===== src/rtl/rf_buf_arb.sv =====
// rf_buf_arb: controller and arbiter for the RF disk controller sector buffer.
// It shares one RAM port between two requesters:
//   A - CPU / data-break side, random access (a_*)
//   B - disk-side serializer, sequential access through b_ptr (b_*)
// It also runs a hardware clear that writes zero to every buffer word.
//
// Ports:
//   clk, reset            system clock, synchronous active-high reset
//   a_req/a_we/a_addr/a_din -> a_dout/a_ack   A access, level req held until ack
//   b_req/b_we/b_din        -> b_dout/b_ack   B access at b_ptr
//   b_start                 pulse: rewind b_ptr, clear b_wrap
//   b_ptr, b_wrap           B pointer and sticky wrap flag
//   clr_start -> busy       buffer clear request / in progress
//   ram_a/ram_din/ram_ce/ram_we, ram_dout      RAM port (read is combinational)
module rf_buf_arb #(
    parameter int AW = 8,
    parameter int DW = 12
) (
    input  logic          clk,
    input  logic          reset,
    input  logic          a_req,
    input  logic          a_we,
    input  logic [AW-1:0] a_addr,
    input  logic [DW-1:0] a_din,
    output logic [DW-1:0] a_dout,
    output logic          a_ack,
    input  logic          b_req,
    input  logic          b_we,
    input  logic [DW-1:0] b_din,
    output logic [DW-1:0] b_dout,
    output logic          b_ack,
    input  logic          b_start,
    output logic [AW-1:0] b_ptr,
    output logic          b_wrap,
    input  logic          clr_start,
    output logic          busy,
    output logic [AW-1:0] ram_a,
    output logic [DW-1:0] ram_din,
    output logic          ram_ce,
    output logic          ram_we,
    input  logic [DW-1:0] ram_dout
);

    typedef enum logic [2:0] {IDLE, GNT_A, GNT_B, ACK, CLEAR} state_e;

    state_e        state_q, state_d;
    logic          last_b_q, last_b_d;   // 1: B was granted last
    logic          gnt_b_q, gnt_b_d;     // access in flight belongs to B
    logic          lat_we_q, lat_we_d;
    logic [AW-1:0] lat_addr_q, lat_addr_d;
    logic [DW-1:0] lat_din_q, lat_din_d;
    logic [AW-1:0] clr_cnt_q, clr_cnt_d;
    logic [AW-1:0] b_ptr_q;
    logic          b_wrap_q;
    logic [DW-1:0] a_dout_q, b_dout_q;
    logic          a_ack_q, b_ack_q;

    // State register plus request latch
    always_ff @(posedge clk) begin
        if (reset) begin
            state_q    <= IDLE;
            last_b_q   <= 1'b1;   // A wins the first tie
            gnt_b_q    <= 1'b0;
            lat_we_q   <= 1'b0;
            lat_addr_q <= '0;
            lat_din_q  <= '0;
            clr_cnt_q  <= '0;
        end else begin
            state_q    <= state_d;
            last_b_q   <= last_b_d;
            gnt_b_q    <= gnt_b_d;
            lat_we_q   <= lat_we_d;
            lat_addr_q <= lat_addr_d;
            lat_din_q  <= lat_din_d;
            clr_cnt_q  <= clr_cnt_d;
        end
    end

    // Next-state and arbitration
    always_comb begin
        state_d    = state_q;
        last_b_d   = last_b_q;
        gnt_b_d    = gnt_b_q;
        lat_we_d   = lat_we_q;
        lat_addr_d = lat_addr_q;
        lat_din_d  = lat_din_q;
        clr_cnt_d  = clr_cnt_q;
        case (state_q)
            IDLE: begin
                if (clr_start) begin
                    state_d   = CLEAR;
                    clr_cnt_d = '0;
                end else if (a_req && (!b_req || last_b_q)) begin
                    state_d    = GNT_A;
                    last_b_d   = 1'b0;
                    gnt_b_d    = 1'b0;
                    lat_we_d   = a_we;
                    lat_addr_d = a_addr;
                    lat_din_d  = a_din;
                end else if (b_req) begin
                    state_d    = GNT_B;
                    last_b_d   = 1'b1;
                    gnt_b_d    = 1'b1;
                    lat_we_d   = b_we;
                    lat_addr_d = b_ptr_q;
                    lat_din_d  = b_din;
                end
            end
            GNT_A, GNT_B: state_d = ACK;
            ACK:          state_d = IDLE;
            CLEAR: begin
                clr_cnt_d = clr_cnt_q + 1'b1;
                if (clr_cnt_q == {AW{1'b1}}) state_d = IDLE;
            end
            default:      state_d = IDLE;
        endcase
    end

    // Read capture, acks and the B pointer
    always_ff @(posedge clk) begin
        if (reset) begin
            a_dout_q <= '0;
            b_dout_q <= '0;
            a_ack_q  <= 1'b0;
            b_ack_q  <= 1'b0;
            b_ptr_q  <= '0;
            b_wrap_q <= 1'b0;
        end else begin
            if (state_q == GNT_A && !lat_we_q) a_dout_q <= ram_dout;
            if (state_q == GNT_B && !lat_we_q) b_dout_q <= ram_dout;
            a_ack_q <= (state_q == GNT_A);
            b_ack_q <= (state_q == GNT_B);
            // Rewind wins over the increment of a completing B access
            if (b_start) begin
                b_ptr_q  <= '0;
                b_wrap_q <= 1'b0;
            end else if (state_q == ACK && gnt_b_q) begin
                b_ptr_q <= b_ptr_q + 1'b1;
                if (b_ptr_q == {AW{1'b1}}) b_wrap_q <= 1'b1;
            end
        end
    end

    // Outputs decoded from registered state. Enables are gated by reset so
    // an aborted access or clear never performs its final write.
    always_comb begin
        ram_ce  = 1'b0;
        ram_we  = 1'b0;
        ram_a   = '0;
        ram_din = '0;
        case (state_q)
            GNT_A, GNT_B: begin
                ram_ce  = ~reset;
                ram_we  = lat_we_q & ~reset;
                ram_a   = lat_addr_q;
                ram_din = lat_din_q;
            end
            CLEAR: begin
                ram_ce = ~reset;
                ram_we = ~reset;
                ram_a  = clr_cnt_q;
            end
            default: ;
        endcase
    end

    assign busy   = (state_q == CLEAR);
    assign a_dout = a_dout_q;
    assign b_dout = b_dout_q;
    assign a_ack  = a_ack_q;
    assign b_ack  = b_ack_q;
    assign b_ptr  = b_ptr_q;
    assign b_wrap = b_wrap_q;

endmodule

===== config.mk =====
export PLATFORM = sky130hd
export DESIGN_NAME = rf_buf_arb
export DESIGN_NICKNAME = d
export VERILOG_FILES = /design/src/rtl/rf_buf_arb.sv
export SDC_FILE = /design/constraint.sdc
export NUM_CORES = 1
export LEC_CHECK = 0
export CAP_MARGIN = 40
export CORE_MARGIN = 1
export CORE_UTILIZATION = 33
export CTS_CLUSTER_SIZE = 8
export DETAILED_ROUTE_END_ITERATION = 8
export PLACE_DENSITY = 0.68
export SLEW_MARGIN = 25
export SYNTH_ARGS = -nofsm -noshare
export SYNTH_HDL_FRONTEND = slang
export SYNTH_SLANG_ARGS = --single-unit

===== constraint.sdc =====
create_clock -name clk -period 1.96 [get_ports clk]
set_input_delay 0.196 -clock clk [delete_from_list [all_inputs] [get_ports clk]]
set_output_delay 0.196 -clock clk [all_outputs]
set_load 0.1 [all_outputs]

==> key figures, run 1 <==
Setup path
  • RR Endpoint: lat_din_q[4]$_SDFFE_PP0P_
  • CP arrival: around 1.7 ns
  • RR Startpoint: state_q[0]$_SDFFE_PP0P_
  • Crit-path max FO: 5
  • CP required: 1.76 ns
  • Reg2reg path depth: 6
  • Setup CP Type: reg2out
  • Startpoint types: flop
  • Internal reg-to-reg setup slack: between 0.2 and 0.25 ns
  • Endpoint class of the critical path: primary output

Global route
  • Global-route wire length before repair: 14630 um
  • Initial antenna violation count: 0
  • Largest net degree at the start of global routing: 27
  • Vias in the first global route: 2909
  • Total Routing Usage GR: a little under a fifth
  • Grt total ovfl: 0

Worst hold path
  • HP Class: in2reg
  • Hold Path Origin: reset
  • Hold EP: a_ack$_SDFF_PP0_
  • Hold Path Depth: 2

Run status
  • Failing checks: DRC
  • Outcome: finished, violations left

Placed design
  • Area after DPL: 4446 sq um
  • Buffers on Ports: 109
  • Detailed Place HPWL: 6374 um
  • RePlAce Congestion: 0.7718

Timing
  • Setup-failing EPs final: 0
  • Worst-Margin Slew: ~0.46 ns
  • Setup Skew: 0.008585 ns
  • Final Critical Period: 1.908 ns
  • Slew Limit Fails: 0
  • Fin. Hold Viols: 0
  • Final period util: 97.32%
  • RSZ-0062 raised after global routing: true
  • Slew headroom: between 60% and 70%
  • Fmax: 0.5242 GHz

Route
  • TritonRoute pass-1 iters: 9
  • Routed len/inst: 14.73 um
  • Initial DRC Count: around 110
  • DRC viols: 2
  • Via count: 3107
  • Routed WL: 8925 um
  • Post-route ant nets: 0
  • Avg Vias per Cell: 5.127

Floorplan
  • Row count: 34
  • # IOs: 110
  • Initial Util: between 30% and 40%
  • Core area: around 9000 sq um
  • Die area: ~9700 sq um
  • Die W: 98.42 um
  • Die H: between 90 and 100 um

Synthesis
  • Ranking of synthesized cells by area: dfxtp_1 45%, nand2_1 9.1%, a311oi_1 6.0%
  • Post-synth top area share: 45.02%
  • Post-Syn Area: 3068 sq um
  • Syn_area_per_cell: about 8 sq um
  • Post-synthesis cell count: 382
  • Distinct cells, synth: 43
  • Synthesized flop and latch total: 69
  • Yosys top cell by area: dfxtp_1
  • Post-synth top cells: 74 x nand2_1, 69 x dfxtp_1, 46 x nor2_1
  • Syn Nets: roughly 440
  • Most common cell in the synthesized netlist: nand2_1
  • Post-synth EDFFs: 0
  • Yosys Warn Count: 0
  • Main synth FF type: dfxtp_1
  • Sequential element share of the synthesized area: 45.02%
  • Post-synth ARST share: 0%

Clock tree
  • Reg clk slew, reported paths: 0.07 ns
  • CTS tree: built
  • CTS Buf Count: 9
  • Hold_buf cts: 0
  • CTS root buf: clkbuf_8
  • Max clock buf depth: 2
  • H-tree depth: 3
  • CTS Sinks: 69
  • Skew-Pair Late Insertion Delay: ~0.34 ns

Layout
  • Ant. Diodes: 0
  • Cell area after layout: 4740 sq um
  • Layout cells sized above 1: around a quarter
  • Final nets: around 550
  • Storage cell area: 1393 sq um
  • Area of the multi-input gates: around 1500 sq um
  • Synthesis-to-layout area growth: 54.49%
  • Fillers: between 800 and 900
  • Post-Route Utilization: 53.56%

Power and ir drop
  • Leakage: 0.001841 uW
  • VDD IR max: roughly 0.00047 V
  • Pwr Density: approximately 900 nW/um^2

Run
  • Max-cap violation count: 0
==> final cells by class <==
type / instances / share of cell area (%)
clock buffer: 10 / 2.904
clock inverter: 6 / 1.822
inverter: 1 / 0.1320
multi-input combinational: 278 / 32.66
sequential: 69 / 29.38
tap: 108 / 2.851
timing repair buffer: 134 / 30.25
==> power breakdown <==
group / internal [uW] / total, uW / switching (uW)
sequential: 1520 / 1580 / 68.5
clock: 748 / 1290 / 539
combinational: 509 / 1400 / 893
total: 2770 / 4270 / 1500
==> worst max-delay path: stages, from the launching register on <==
cell and delay (ns):
dfxtp_4 0.35, or3b_4 0.41, inv_4 0.07, buf_6 0.11, o21ba_4 0.14, o21a_4 0.12, buf_12 0.16
==> metal layers <==
layer | vias up | GRT usage, % | share of wire [%]
met5 | - | 0 | 0
met2 | 96 | 31.31 | 49
li1 | 1556 | - | -
met4 | 0 | 8.381 | 1.8
met1 | 1442 | 24.09 | 44
met3 | 13 | 4.043 | 5.3
==> metrics by stage <==
step           cells    TNS, ns  hold slack (ns)  worst slack [ns]  power, uW
6_report         606          0           0.2936           0.05244       4274
5_1_grt          606  -0.009448           0.3035         -0.009448       4469
4_1_cts          606          0           0.2723           0.02815       4303
3_5_place_dp     584          0           0.4483           0.08251       2975
3_3_place_gp     584          0           0.4452            0.1290       2959
2_1_floorplan    382    -0.9367           0.3320           -0.1222       2522
==> timing repair <==
action	4_1_cts	5_1_grt
endpoints found under the setup margin	15	13
gates resized for setup	8	3
gates cloned	1	0
buffers inserted	5	0
pin swaps	1	0
==> cells in the final DEF, fill, tap and decap left out, types with 3 or more instances in the layout <==
cell,synthesis,final
a22o_2,0,7
nand4_1,5,5
dfxtp_4,0,3
nor2_1,46,46
clkbuf_8,0,10
and2_1,14,11
nor3_1,3,3
xnor2_1,4,4
a21oi_1,36,36
buf_12,0,24
a311oi_1,21,21
nand3_1,22,22
buf_4,2,56
dfxtp_1,69,66
nand4b_1,3,3
nand2_1,74,74
and3_1,5,5
and2_2,0,3
xor2_1,3,3
clkdlybuf4s50_1,0,50
o21ai_0,6,6
==> cells by family after synthesis <==
| group | share of synthesized area (%) |
|---|---|
| XOR/XNOR | 1.998 |
| flip-flops | 45.02 |
| AND/OR/NAND/NOR | 28.14 |
| AO/OA/AOI/OAI | 18.15 |
| adder cells (fa/ha/maj) | 0.8155 |
| buffers and inverters | 5.872 |
==> state kept, by name, indices dropped and copies added (netlist names), 3 cells and up <==
| name | cells |
|---|---|
| lat_addr_q | 8 |
| a_dout | 12 |
| clr_cnt_q | 8 |
| lat_din_q | 12 |
| b_ptr | 8 |
| b_dout | 12 |
| state_q | 3 |
==> worst max path at each step <==
stage | from | endpoint | depth (start not counted)
floorplan | state_q[0]$_SDFFE_PP0P_ | ram_a[0] | 5
global placement | clr_start | lat_din_q[2]$_SDFFE_PP0P_ | 6
detailed placement | clr_start | lat_din_q[4]$_SDFFE_PP0P_ | 6
CTS | state_q[0]$_SDFFE_PP0P_ | ram_we | 6
global route | state_q[0]$_SDFFE_PP0P_ | ram_we | 6
finish | state_q[0]$_SDFFE_PP0P_ | ram_we | 6
(Power assumes the default switching activity.)
==> run 2: changes to the inputs <==
- CAP_MARGIN: 40 -> 20
==> results of run 2 <==
Same layout as run 1: the final DEF is identical, and so are final timing and power.
==> run 3: changes to the inputs <==
- SLEW_MARGIN: 25 -> 20
- clock period: 1.96 -> 2.1 ns (I/O delays scaled with it)
==> run 3 against run 2 <==
Effect of this change: the flow still finishes with violations (DRC); clock skew is 0.0058 ns higher; global-route usage is 0.74 points lower; setup slack better by 0.040 ns; routed wire length is 0.57% lower; final cell count is 1.3% lower; sequential share of layout area is 0.46 points higher; critical path depth is 1 higher; worst hold slack better by 0.037 ns; sequential cell count stayed put; die area stayed put.
==> key figures, run 3 (synthesis results as in run 1) <==
Route
  • Post-route ant nets: 0 (unchanged)
  • TritonRoute pass-1 iters: 6 (-3)
  • Via count: 3098 (-0.29%)
  • Avg Vias per Cell: 5.181 (+1.0%)
  • DR WL met2: 4201 um (-3.0%)
  • DRC viols: 6 (+4)
  • DR top layer: met4
  • Met3 WL post-DR: 447 um (-4.7%)
  • Routed len/inst: 14.84 um (+0.76%)
  • Initial DRC Count: 135 (+22%)
  • Routed WL: 8874 um (-0.57%)
  • Met1 wire length: 4014 um (+1.3%)

Timing
  • Worst-Margin Slew: 0.5152 ns (+0.05079 ns)
  • Slew Limit Fails: 0 (unchanged)
  • Setup Skew: 0.01435 ns (+0.005764 ns)
  • Setup-failing EPs final: 0 (unchanged)
  • Slew headroom: 65.65% (-3.4 points)
  • Fmax: approximately 0.5 GHz
  • Fin. Hold Viols: 0 (unchanged)
  • Final period util: 95.58%
  • Final Critical Period: 2.007 ns

Layout
  • Most frequent cells in the layout: 74 x nand2_1, 69 x dfxtp_1, 50 x clkdlybuf4s50_1
  • Commonest non-fill, non-tap cell in the layout: nand2_1
  • Non-Filler Instances: 598 (-1.3%)
  • Synthesis-to-layout area growth: 50.86%
  • Post-Route Utilization: 52.30% (-1.3 points)
  • Cell area after layout: 4628 sq um (-2.3%)
  • Layout cells sized above 1: 22.45% (-2.5 points)
  • Ant. Diodes: 0 (unchanged)
  • Final nets: 539 (-1.5%)

Clock tree
  • Setup bufs post-CTS: 0 (-5)
  • CTS tree: built
  • CTS root buf: clkbuf_8
  • Max clock buf depth: 2 (unchanged)
  • CTS Buf Count: 9 (unchanged)
  • Skew-Pair Late Insertion Delay: 0.35 ns (about the same)
  • CTS Sinks: 69 (unchanged)
  • H-tree depth: 3 (unchanged)
  • Reg clk slew, reported paths: 0.08 ns (about the same)

Global route
  • Global-route wire length before repair: 13940 um (-4.7%)
  • Vias in the first global route: 2916 (+0.24%)
  • Grt total ovfl: 0 (unchanged)
  • Total Routing Usage GR: 18.28% (-0.74 points)
  • Initial antenna violation count: 0 (unchanged)
  • Largest net degree at the start of global routing: 45 (+67%)

Placed design
  • DP Cell Count: 581 (-0.51%)
  • Detailed Place HPWL: 6214 um (-2.5%)
  • RePlAce Congestion: 0.7971 (+3.3%)
  • Area after DPL: 4407 sq um (-0.87%)
  • Buffers on Ports: 109 (unchanged)

Setup path
  • CP peak stage delay: 0.32 ns (-0.09 ns)
  • Setup CP Type: reg2out
  • Critical Path Source: state_q[0]$_SDFFE_PP0P_
  • Endpoint class of the critical path: primary output
  • Crit path cell chain: buf_4, xnor2_1, nor2_2, buf_6, o21ba_4, o21a_2, buf_12
  • Crit path capture: ram_we
  • Stages on the worst setup path: 7 (+1)
  • Internal reg-to-reg setup slack: 0.24 ns (about the same)
  • Crit-path max FO: 11 (+6)
  • RR Startpoint: state_q[0]$_SDFFE_PP0P_
  • Critical path's slowest cell: dfxtp_1
  • Reg2reg path depth: 6 (unchanged)
  • Crit path max-delay family: buffers and inverters
  • CP required: 1.89 ns (+0.13 ns)
  • CP bufs+invs: 3 (unchanged)
  • RR Endpoint: lat_din_q[0]$_SDFFE_PP0P_
  • CP arrival: 1.80 ns (+0.09 ns)
  • Startpoint types: flop

Power and ir drop
  • Leakage: 0.001761 uW (-4.3%)
  • Pwr Density: 830.1 nW/um^2 (-8.0%)
  • VDD IR max: 0.0002947 V (-37%)

Floorplan
  • Core area: 8848 sq um (unchanged)
  • Die W: 98.42 um (unchanged)
  • Initial Util: 34.67% (unchanged)
  • # IOs: 110 (unchanged)
  • Die area: 9687 sq um (unchanged)
  • Die H: 98.42 um (unchanged)
  • Row count: 34 (unchanged)

Run
  • Max-cap violation count: 0 (unchanged)

Run status
  • Outcome: finished, violations left
  • Failing checks: DRC

Worst hold path
  • HP Class: in2reg
run 3: cell count changes in the layout (fill, tap and decap cells not counted), moves of 3 or more:
cell and delta:
dfxtp_1 +3, and2_2 -3, and2_1 +3, clkinvlp_4 +4, dfxtp_4 -3, buf_4 -7
run 3: metrics by stage:
step | setup slack (ns) | setup TNS (ns) | hold slack [ns] | total power [uW]
2_1_floorplan | -0.2007 | -0.2007 | 0.3460 | 2345
3_3_place_gp | 0.3198 | 0 | 0.4444 | 2747
3_5_place_dp | 0.2254 | 0 | 0.4488 | 2766
4_1_cts | 0.03587 | 0 | 0.3074 | 3845
5_1_grt | -0.002490 | -0.002490 | 0.3341 | 4014
6_report | 0.09273 | 0 | 0.3311 | 3842
run 3: routing by layer:
metal,vias up,track usage [%]
li1,1539,-
met1,1455,23.27
met4,0,8.726
met3,15,3.688
met2,89,29.79
met5,-,0
run 3: cell type report:
cell class | count | area (sq um)
clock buffers | 9 | 123.9
flip-flops and latches | 69 | 1381
well taps | 108 | 135.1
repair buffers | 126 | 1373
fillers | 835 | 4220
inverters | 1 | 7.507
multi-input cells | 278 | 1534
clock inverters | 7 | 73.82
run 3: how the worst min path moves through the flow:
stage	start	end	slack (ns)	cells past startpoint
global route	reset	a_ack$_SDFF_PP0_	0.33	2
detailed placement	b_dout[0]$_SDFFE_PP0P_	b_dout[0]$_SDFFE_PP0P_	0.45	2
finish	reset	a_ack$_SDFF_PP0_	0.33	2
floorplan	ram_dout[10]	a_dout[10]$_SDFFE_PP0P_	0.35	2
global placement	b_dout[2]$_SDFFE_PP0P_	b_dout[2]$_SDFFE_PP0P_	0.44	2
CTS	reset	a_ack$_SDFF_PP0_	0.31	2
run 3: what timing repair did:
action / CTS / global route
hold buffers: 0 / 0
setup endpoints to repair: 4 / 1
gates cloned: 0 / 1
resized for setup: 1 / 4
run 3: where the power goes:
part / internal [uW] / leakage, uW / switching (uW) / total [uW]
Combinational: 452 / 0.00111 / 838 / 1290
Sequential: 1410 / 0.000562 / 60.1 / 1470
Clock: 549 / 0.0000879 / 530 / 1080
